--- config.mk ---
export PLATFORM = sky130hd
export DESIGN_NAME = azadi_pinmux
export DESIGN_NICKNAME = d
export VERILOG_FILES = /design/src/rtl/azadi_pinmux_pkg.sv /design/src/rtl/azadi_pinmux_filter.sv /design/src/rtl/azadi_pinmux.sv
export SDC_FILE = /design/constraint.sdc
export NUM_CORES = 1
export LEC_CHECK = 0
export ABC_AREA = 1
export ABC_CLOCK_PERIOD_IN_PS = 3000
export CAP_MARGIN = 20
export CORE_AREA = 10 10 199 201
export CTS_BUF_LIST = sky130_fd_sc_hd__clkbuf_2 sky130_fd_sc_hd__clkbuf_4 sky130_fd_sc_hd__clkbuf_8
export CTS_CLUSTER_DIAMETER = 60
export CTS_CLUSTER_SIZE = 24
export DETAILED_ROUTE_END_ITERATION = 12
export DIE_AREA = 0 0 209 211
export HOLD_SLACK_MARGIN = 0.02
export PLACE_DENSITY_LB_ADDON = 0.15
export SYNTH_ARGS = -nofsm -noshare
export SYNTH_HDL_FRONTEND = slang
export SYNTH_SLANG_ARGS = --single-unit
--- constraint.sdc ---
create_clock -name wb_clk_i -period 3 [get_ports wb_clk_i]
set_clock_uncertainty 0.2 [all_clocks]
set_input_delay 0.6 -clock wb_clk_i [delete_from_list [all_inputs] [get_ports wb_clk_i]]
set_output_delay 0.6 -clock wb_clk_i [all_outputs]
set_load 0.01 [all_outputs]
--- src/rtl/azadi_pinmux_pkg.sv ---
// Shared constants for the Azadi pad multiplexer: register word indices and select encoding.
package azadi_pinmux_pkg;

    localparam int unsigned SEL_W = 2;
    localparam logic [SEL_W-1:0] FUNC_GPIO = '0;

    localparam logic [2:0] SEL0      = 3'd0;
    localparam logic [2:0] SEL1      = 3'd1;
    localparam logic [2:0] SEL2      = 3'd2;
    localparam logic [2:0] SEL3      = 3'd3;
    localparam logic [2:0] LOCK      = 3'd4;
    localparam logic [2:0] DB_THRESH = 3'd5;

    // Out-of-range selects fall back to GPIO so a pad is never left undriven.
    function automatic logic [SEL_W-1:0] eff_sel(input logic [SEL_W-1:0] sel,
                                                 input int unsigned num_alt);
        return (32'(sel) < num_alt) ? sel : FUNC_GPIO;
    endfunction

endpackage

--- src/rtl/azadi_pinmux_filter.sv ---
// Per-pad input path: two-flop synchroniser followed by the debounce filter.
// Debounce counter is built only when AZADI_PINMUX_DEBOUNCE_EN is defined.
module azadi_pinmux_filter #(
    parameter int unsigned DB_CNT_W = 8
) (
    input  logic                clk,
    input  logic                rst,
    input  logic                pad,
    input  logic [DB_CNT_W-1:0] thresh,
    output logic                filt
);
    import azadi_pinmux_pkg::*;

    logic meta;
    logic sync;

    always_ff @(posedge clk) begin
        if (rst) begin
            meta <= 1'b0;
            sync <= 1'b0;
        end else begin
            meta <= pad;
            sync <= meta;
        end
    end

`ifdef AZADI_PINMUX_DEBOUNCE_EN
    logic [DB_CNT_W-1:0] cnt;

    // ">=" rather than "==" so a threshold lowered below the running count still fires.
    always_ff @(posedge clk) begin
        if (rst) begin
            filt <= 1'b0;
            cnt  <= '0;
        end else if (sync == filt) begin
            cnt <= '0;
        end else if (cnt >= thresh) begin
            filt <= sync;
            cnt  <= '0;
        end else if (cnt != '1) begin
            cnt <= cnt + 1'b1;
        end
    end
`else
    logic unused_thresh;
    assign unused_thresh = ^thresh;

    always_ff @(posedge clk) begin
        if (rst) begin
            filt <= 1'b0;
        end else begin
            filt <= sync;
        end
    end
`endif

endmodule

--- src/rtl/azadi_pinmux.sv ---
// Register-programmable pad multiplexer with write-once lock and filtered inputs.
// Define AZADI_PINMUX_DEBOUNCE_EN to build the debounce counters and DB_THRESH register.
module azadi_pinmux #(
    parameter int unsigned NUM_PADS = 38,
    parameter int unsigned NUM_ALT  = 4,
    parameter int unsigned DB_CNT_W = 8
) (
    input  logic                        wb_clk_i,
    input  logic                        wb_rst_i,
    input  logic                        reg_we,
    input  logic                        reg_re,
    input  logic [2:0]                  reg_addr,
    input  logic [31:0]                 reg_wdata,
    output logic [31:0]                 reg_rdata,
    output logic                        reg_rvalid,
    input  logic [NUM_PADS*NUM_ALT-1:0] func_o,
    input  logic [NUM_PADS*NUM_ALT-1:0] func_oe,
    output logic [NUM_PADS-1:0]         pad_in_o,
    input  logic [NUM_PADS-1:0]         io_in,
    output logic [NUM_PADS-1:0]         io_out,
    output logic [NUM_PADS-1:0]         io_oeb
);
    import azadi_pinmux_pkg::*;

    logic [SEL_W-1:0]    sel [NUM_PADS];
    logic [127:0]        sel_flat;
    logic                locked;
    logic [DB_CNT_W-1:0] db_thresh;
    logic [31:0]         rd_next;

    always_ff @(posedge wb_clk_i) begin
        if (wb_rst_i) begin
            locked <= 1'b0;
        end else if (reg_we && reg_addr == LOCK && reg_wdata[0]) begin
            locked <= 1'b1;
        end
    end

`ifdef AZADI_PINMUX_DEBOUNCE_EN
    always_ff @(posedge wb_clk_i) begin
        if (wb_rst_i) begin
            db_thresh <= '0;
        end else if (reg_we && reg_addr == DB_THRESH) begin
            db_thresh <= reg_wdata[DB_CNT_W-1:0];
        end
    end
`else
    assign db_thresh = '0;
`endif

    if (NUM_PADS < 64) begin : g_sel_fill
        assign sel_flat[127:2*NUM_PADS] = '0;
    end

    for (genvar i = 0; i < NUM_PADS; i++) begin : g_pad
        logic [3:0]       alt_o;
        logic [3:0]       alt_oe;
        logic [SEL_W-1:0] eff;

        // Pad each pad's function group to four entries so the 2-bit select always fits.
        always_comb begin
            alt_o                = '0;
            alt_oe               = '0;
            alt_o[NUM_ALT-1:0]   = func_o[i*NUM_ALT +: NUM_ALT];
            alt_oe[NUM_ALT-1:0]  = func_oe[i*NUM_ALT +: NUM_ALT];
            eff                  = eff_sel(sel[i], NUM_ALT);
        end

        always_ff @(posedge wb_clk_i) begin
            if (wb_rst_i) begin
                sel[i]    <= FUNC_GPIO;
                io_out[i] <= 1'b0;
                io_oeb[i] <= 1'b1;
            end else begin
                if (reg_we && !locked && reg_addr == 3'(i / 16)) begin
                    sel[i] <= reg_wdata[2*(i%16) +: SEL_W];
                end
                io_out[i] <= alt_o[eff];
                io_oeb[i] <= ~alt_oe[eff];
            end
        end

        assign sel_flat[2*i +: SEL_W] = sel[i];

        azadi_pinmux_filter #(
            .DB_CNT_W (DB_CNT_W)
        ) u_filter (
            .clk    (wb_clk_i),
            .rst    (wb_rst_i),
            .pad    (io_in[i]),
            .thresh (db_thresh),
            .filt   (pad_in_o[i])
        );
    end

    always_comb begin
        rd_next = '0;
        case (reg_addr)
            SEL0:      rd_next = sel_flat[31:0];
            SEL1:      rd_next = sel_flat[63:32];
            SEL2:      rd_next = sel_flat[95:64];
            SEL3:      rd_next = sel_flat[127:96];
            LOCK:      rd_next = {31'd0, locked};
            DB_THRESH: rd_next = 32'(db_thresh);
            default:   rd_next = '0;
        endcase
    end

    always_ff @(posedge wb_clk_i) begin
        if (wb_rst_i) begin
            reg_rdata  <= '0;
            reg_rvalid <= 1'b0;
        end else begin
            reg_rdata  <= reg_re ? rd_next : '0;
            reg_rvalid <= reg_re;
        end
    end

endmodule

==> results of run 1 <==
==> routing by layer <==
metal	wire length [um]	vias up	global-route usage
met4	918	0	0.05061
met1	17910	5005	0.2204
met5	0	-	0
met2	22020	412	0.3352
li1	-	5611	-
met3	3483	48	0.05130
==> power by group through the flow <==
stage                     combinational (mW)  clock (mW)  sequential (mW)
after global placement                  1.26           0             4.55
final                                   1.26        3.10             4.46
after global routing                    1.38        3.36             4.48
after detailed placement                1.27           0             4.55
after CTS                               1.27        3.21             4.46
after floorplan                        0.405           0             4.55
==> synthesized netlist by cell type, drive strengths merged <==
master	n	area, um2
nand3	89	455.4
buf	73	458.0
nor3	2	21.27
nand2	213	799.5
inv	239	897.1
a21oi	59	295.3
edfxtp	76	2282
dfxtp	224	4484
o21ai	114	570.6
nor2	425	1603
nand4	1	6.260
clkbuf	9	33.78
==> worst min-delay path by stage <==
stage          cells after the start                 endpoint  slack [ns]               startpoint
2_1_floorplan                      2   g_pad[0].u_filter.filt        0.19   g_pad[0].u_filter.sync
3_3_place_gp                       2   g_pad[1].u_filter.sync        0.19   g_pad[1].u_filter.meta
3_5_place_dp                       2  g_pad[21].u_filter.sync        0.19  g_pad[21].u_filter.meta
4_1_cts                            3                io_oeb[0]        0.15                 wb_rst_i
5_1_grt                            3                io_oeb[0]        0.19                 wb_rst_i
6_report                           2   g_pad[4].u_filter.filt        0.19   g_pad[4].u_filter.sync
==> cell families (layout without fill, tap and decap cells) <==
| family | count (synthesis) | after routing |
|---|---|---|
| compound gates | 173 | 173 |
| buf+inv | 321 | 834 |
| flops | 300 | 300 |
| simple gates | 730 | 730 |
| other cells | 0 | 1 |
==> registers in the layout (all words and copies together), names as in the netlist <==
name	flops
sel	76
g_pad.u_filter.filt	38
g_pad.u_filter.meta	38
g_pad.u_filter.sync	38
io_oeb	38
io_out	38
reg_rdata	32
locked	1
reg_rvalid	1
==> layout make-up <==
cell class,instances,area [um2],area share
Antenna cell,1,2.502,0.0001376
Clock buffer,32,434.2,0.02388
Clock inverter,24,336.6,0.01851
Inverter,239,897.1,0.04934
Multi-Input combinational cell,903,3756,0.2066
Sequential cell,300,6766,0.3721
Tap cell,461,576.8,0.03172
Timing Repair Buffer,539,5413,0.2977
==> through the flow <==
step,std cells,utilization
3_3_place_gp,2442,0.4918
6_report,2499,0.5137
5_1_grt,2499,0.5137
3_5_place_dp,2442,0.4918
4_1_cts,2498,0.5136
2_1_floorplan,1524,-
==> summary.md, run 1 <==
| Metric | Value |
|---|---|
| Status | finished, final reports clean |
| Syn nets | 1905 |
| Die ar. | 0.04410 mm2 |
| Yosys cell types | 18 |
| Worst Setup Start Kind | register |
| CTS tree | built |
| DRC | 0 |
| Buffers plus inverters on the worst setup path | 1 |
| Share of post-route cells with drive strength above 1 | 0.03878 |
| Top delay family on crit path | buffers and inverters |
| HP Class | register to register |
| Pre-CTS setup slack | 0.2791 ns |
| Placed Area | 0.01741 mm2 |
| Commonest non-fill, non-tap cell in the layout | clkdlybuf4s50_1 |
| Worst path depth | 1 |
| Max incr delay on CP | 0.57 ns |
| Worst r2r src | locked |
| Most frequent cells in the layout | 526 x clkdlybuf4s50_1, 422 x nor2_1, 237 x inv_1 |
| Vias in the first global route | 10940 |
| Vias per cell | 4.432 |
| Fillers | 3384 |
| Clock sinks | 300 |
| CTS H-tree depth | 1 |
| RSZ-0062 raised after global routing | false |
| Mux contribution to synthesized area | 0 |
| Hold_buf cts | 0 |
| Post-Layout Inst Area | 0.01818 mm2 |
| Cell Pwr Density | 484.8 mW/mm2 |
| Lkg Pwr | 7.783 nW |
| Mean routed wirelength per cell | 17.74 um |
| DRT iter0 DRCs | 668 |
| Die height | 211 um |
| Nets@finish | 2394 |
| WHS | 0.1861 ns |
| Switching pwr | 2.467 mW |
| Cell-internal power | 6.349 mW |
| Synth Warn # | 0 |
| Combinational fraction of design power | 0.143 |
| Via Count | 11080 |
| Clk Latency, worst-skew pair | 0.65 ns |
| Tot GR Track Use | 0.1892 |
| Peak supply drop | 0.0003462 V |
| Seq cells post-synth | 300 |
| Sw Ratio | 0.2798 |
| First-pass GRT wire length | 64860 um |
| Antenna violations before repair | 1 |
| Syn_area_per_cell | 7.813 um2 |
| Min Clock Period, post-route | 2.407 ns |
| Final count of hold timing violations | 0 |
| Crit-path slowest cell | clkdlybuf4s50_1 |
| Worst setup EP type | output port |
| Worst setup path end | reg_rdata[0] |
| Final worst slack | 0.5929 ns |
| Simple-gate area share of the yosys netlist | 0.2423 |
| P&R area growth vs syn | 52.71% |
| Final setup viols | 0 |
| 1st-pass router iterations | 5 |
| Longest Clk Path Bufs | 3 |
| Fmax | 0.4154 GHz |
| Clock-pin slew on the worst setup and hold paths | 0.10 ns |
| Mapped cell area | 0.01191 mm2 |
| Core footprint | 0.03540 mm2 |
| Root buf cell | clkbuf_8 |
| Total CTS buffers | 30 |
| Reg-to-reg critical path endpoint | sel[4][6] |
| R2r setup slk | 1.12 ns |
| Clock network power share | 0.352 |
| Die X | 209 um |
| Slew Viols, Final | 0 |
| Cells after synthesis | 1524 |
| Total Wirelength | 44340 um |
| Compound-Gate Fraction of Synth Area | 0.07272 |
| Worst EP required | 2.20 ns |
| Largest family of logic cells by synthesized area | simple AND/OR/NAND/NOR gates |
| Data arrival, critical path | 1.61 ns |
| Adder-cell share of the synthesized area | 0 |
| # rows | 69 |
| Post-Synth XOR/XNOR Area | 0 |
| Largest net degree at the start of global routing | 154 |
| Routed Antenna Nets | 0 |
| R2R depth | 3 |
| Final Cycle Share | 0.8024 |
| Slew headroom | 0.4950 |
| Post-CTS setup buffers | 0 |
| Final Power | 8.816 mW |
| Routability Congestion | 0.8731 |
| Max Cap Viol | 0 |
| Setup crit start | reg_rdata[0] |
| Final TNS setup | 0 ns |
| IO Port Bufs | 527 |
| Total congestion overflow | 0 |
| Reg power frac | 0.506 |
| Seq/Total Area, Yosys | 0.5683 |
| Crit-path cells | clkdlybuf4s50_1 |
| Critical path type | register to output port |
| Count of cells resized by post-cts repair | 0 |
| Top Ports | 528 |
| Initial Util | 0.3364 |
| Hpwl dp | 35880 um |
| CP Max Fanout | 1 |
| Worst-Margin Slew | 0.7547 ns |
No activity file was read; power rests on OpenSTA's default activity.
==> run 2: changes to the inputs <==
--- a/config.mk
+++ b/config.mk
@@ -6,14 +6,14 @@
 export NUM_CORES = 1
 export LEC_CHECK = 0
 export ABC_AREA = 1
-export ABC_CLOCK_PERIOD_IN_PS = 3000
+export ABC_CLOCK_PERIOD_IN_PS = 2100
 export CAP_MARGIN = 20
-export CORE_AREA = 10 10 199 201
+export CORE_AREA = 10 10 197 199
 export CTS_BUF_LIST = sky130_fd_sc_hd__clkbuf_2 sky130_fd_sc_hd__clkbuf_4 sky130_fd_sc_hd__clkbuf_8
 export CTS_CLUSTER_DIAMETER = 60
 export CTS_CLUSTER_SIZE = 24
 export DETAILED_ROUTE_END_ITERATION = 12
-export DIE_AREA = 0 0 209 211
+export DIE_AREA = 0 0 207 209
 export HOLD_SLACK_MARGIN = 0.02
 export PLACE_DENSITY_LB_ADDON = 0.15
 export SYNTH_ARGS = -nofsm -noshare
==> constraint.sdc (replaced) <==
create_clock -name wb_clk_i -period 2.1 [get_ports wb_clk_i]
set_clock_uncertainty 0.2 [all_clocks]
set_input_delay 0.42 -clock wb_clk_i [delete_from_list [all_inputs] [get_ports wb_clk_i]]
set_output_delay 0.42 -clock wb_clk_i [all_outputs]
set_load 0.01 [all_outputs]
==> run 2 against run 1 <==
  * Global-route usage grew 0.94 points
  * Final area grew 0.28%
  * Non-clock buffer count grew 16
  * Total power grew 44%
  * Critical path type unchanged
  * Highest routed layer unchanged
==> summary.md, run 2 (synthesized netlist as in run 1, its figures left out) <==
| Metric | Value |
|---|---|
| Status | finished, final reports clean (unchanged) |
| Critical path type | register to output port (unchanged) |
| Clock-pin slew on the worst setup and hold paths | 0.12 ns (was 0.10 ns) |
| Initial Util | 0.3397 (was 0.3364) |
| Lkg Pwr | 8.359 nW (was 7.783 nW) |
| Slew headroom | 0.4498 (was 0.4950) |
| Data arrival, critical path | 1.31 ns (was 1.61 ns) |
| Final setup viols | 0 (unchanged) |
| Die X | 207 um (was 209 um) |
| RSZ-0062 raised after global routing | false (unchanged) |
| Final Power | 12.69 mW (was 8.816 mW) |
| Total Wirelength | 45520 um (was 44340 um) |
| Final Cycle Share | 0.9191 |
| Placed Area | 0.01758 mm2 (was 0.01741 mm2) |
| Post-Layout Inst Area | 0.01823 mm2 (was 0.01818 mm2) |
| # rows | 69 (unchanged) |
| Mean routed wirelength per cell | 18.07 um (was 17.74 um) |
| Final count of hold timing violations | 0 (unchanged) |
| Total CTS buffers | 30 (unchanged) |
| Placed instance count | 2457 (was 2442) |
| First-pass GRT wire length | 67210 um (was 64860 um) |
| HP Class | input port to register (was register to register) |
| DRC | 0 (unchanged) |
| Max FFs per register | 76 (unchanged) |
| Hpwl dp | 37080 um (was 35880 um) |
| Commonest non-fill, non-tap cell in the layout | nor2_1 (was clkdlybuf4s50_1) |
| P&R area growth vs syn | 53.13% (was 52.71%) |
| Final core occ | 0.5202 (was 0.5137) |
| Top delay family on crit path | flip-flops (was buffers and inverters) |
| Antenna violations before repair | 6 (was 1) |
| 1st-pass router iterations | 7 (was 5) |
| Via Count | 11240 (was 11080) |
| Largest Register | sel (unchanged) |
| Tot GR Track Use | 0.1985 (was 0.1892) |
| Die ar. | 0.04326 mm2 (was 0.04410 mm2) |
| Fillers | 3424 (was 3384) |
| CP Max Fanout | 1 (unchanged) |
| Peak supply drop | 0.0005104 V (was 0.0003462 V) |
| R2r setup slk | 0.57 ns (was 1.12 ns) |
| Vias in the first global route | 11370 (was 10940) |
| CTS H-tree depth | 1 (unchanged) |
| Core footprint | 0.03505 mm2 (was 0.03540 mm2) |
| Worst-Margin Slew | 0.8223 ns (was 0.7547 ns) |
| Non-filler cells, final | 2519 (was 2499) |
| Die height | 209 um (was 211 um) |
| Worst EP required | 1.48 ns (was 2.20 ns) |
| Total congestion overflow | 0 (unchanged) |
| Min Clock Period, post-route | 1.930 ns |
| Share of post-route cells with drive strength above 1 | 0.04627 (was 0.03878) |
| Register area | 0.006768 mm2 (was 0.006766 mm2) |
| Buffers plus inverters on the worst setup path | 1 (unchanged) |
| Cell Pwr Density | 695.9 mW/mm2 (was 484.8 mW/mm2) |
| Most frequent cells in the layout | 422 x nor2_1, 379 x clkdlybuf4s50_1, 237 x inv_1 (was 526 x clkdlybuf4s50_1, 422 x nor2_1, 237 x inv_1) |
| Root buf cell | clkbuf_8 (unchanged) |
| Largest net degree at the start of global routing | 93 (was 154) |
| Top Ports | 528 (unchanged) |
| Routability Congestion | 0.9026 (was 0.8731) |
| CTS tree | built (unchanged) |
| Max incr delay on CP | 0.36 ns (was 0.57 ns) |
| Crit-path cells | dlygate4sd2_1 (was clkdlybuf4s50_1) |
| Post-CTS setup buffers | 0 (unchanged) |
| Worst setup EP type | output port (unchanged) |
| Vias per cell | 4.464 (was 4.432) |
| Max Cap Viol | 0 (unchanged) |
| Multi-input logic area | 0.003756 mm2 (unchanged) |
| IO Port Bufs | 527 (unchanged) |
| Worst Setup Start Kind | register (unchanged) |
| Routed Antenna Nets | 0 (unchanged) |
| Fmax | 0.5181 GHz |
| Clk Latency, worst-skew pair | 0.60 ns (was 0.65 ns) |
| Crit-path slowest cell | dfxtp_1 (was clkdlybuf4s50_1) |
| Nets@finish | 2410 (was 2394) |
| Clock sinks | 300 (unchanged) |
| Slew Viols, Final | 0 (unchanged) |
| Longest Clk Path Bufs | 3 (unchanged) |
| DRT iter0 DRCs | 609 (was 668) |
[run 2: path summary, 6_finish.rpt]
| kind | cells past startpoint | start | end |
|---|---|---|---|
| worst max-delay path | 1 | reg_rdata[1] | reg_rdata[1] |
| worst min-delay path | 3 | io_in[26] | g_pad[26].u_filter.meta |
| worst max register to register | 4 | locked | sel[1][5] |
| worst min register to register | 2 | g_pad[36].u_filter.meta | g_pad[36].u_filter.sync |
[run 2: repair_timing]
action / 4_1_cts / 5_1_grt
gates resized for setup: 148 / 0
setup endpoints to repair: 147 / 0
hold endpoints to repair: 2 / 0
hold buffers: 1 / 0
[run 2: routing by layer]
layer  track usage  vias up  share of wire
met1        0.2306     5107           0.40
met4       0.05437        0          0.022
met5             0        -              0
met2        0.3490      431           0.49
li1              -     5643              -
met3       0.05711       63          0.082
[run 2: area by class of cell]
| cell class | instances | area share |
|---|---|---|
| Antenna cell | 5 | 0.0006862 |
| Clock buffer | 34 | 0.02519 |
| Clock inverter | 22 | 0.01915 |
| Inverter | 239 | 0.04920 |
| Multi-Input combinational cell | 903 | 0.2060 |
| Sequential cell | 300 | 0.3712 |
| Tap cell | 461 | 0.03164 |
| Timing Repair Buffer | 555 | 0.2969 |
[run 2: report_power, final]
part,switching [mW],internal (mW)
registers,0.165,6.20
logic,0.749,0.996
clock network,2.59,1.99
total,3.50,9.19
[run 2: worst reg2reg max path, delay by kind of cell, from the launching register on]
family	cells	cell delay, ns
buf+inv	1	0.19
flops	1	0.35
simple gates	3	0.50
[run 2: stage by stage]
stage                     setup slack (ns)  hold WS (ns)  setup TNS (ns)
final                               0.1700        0.1189               0
after global routing                0.1194       0.08914               0
after CTS                           0.1371       0.07017               0
after detailed placement           -0.2500        0.1934          -5.347
after global placement             -0.2020        0.1890          -3.166
after floorplan                    0.04231        0.1883               0
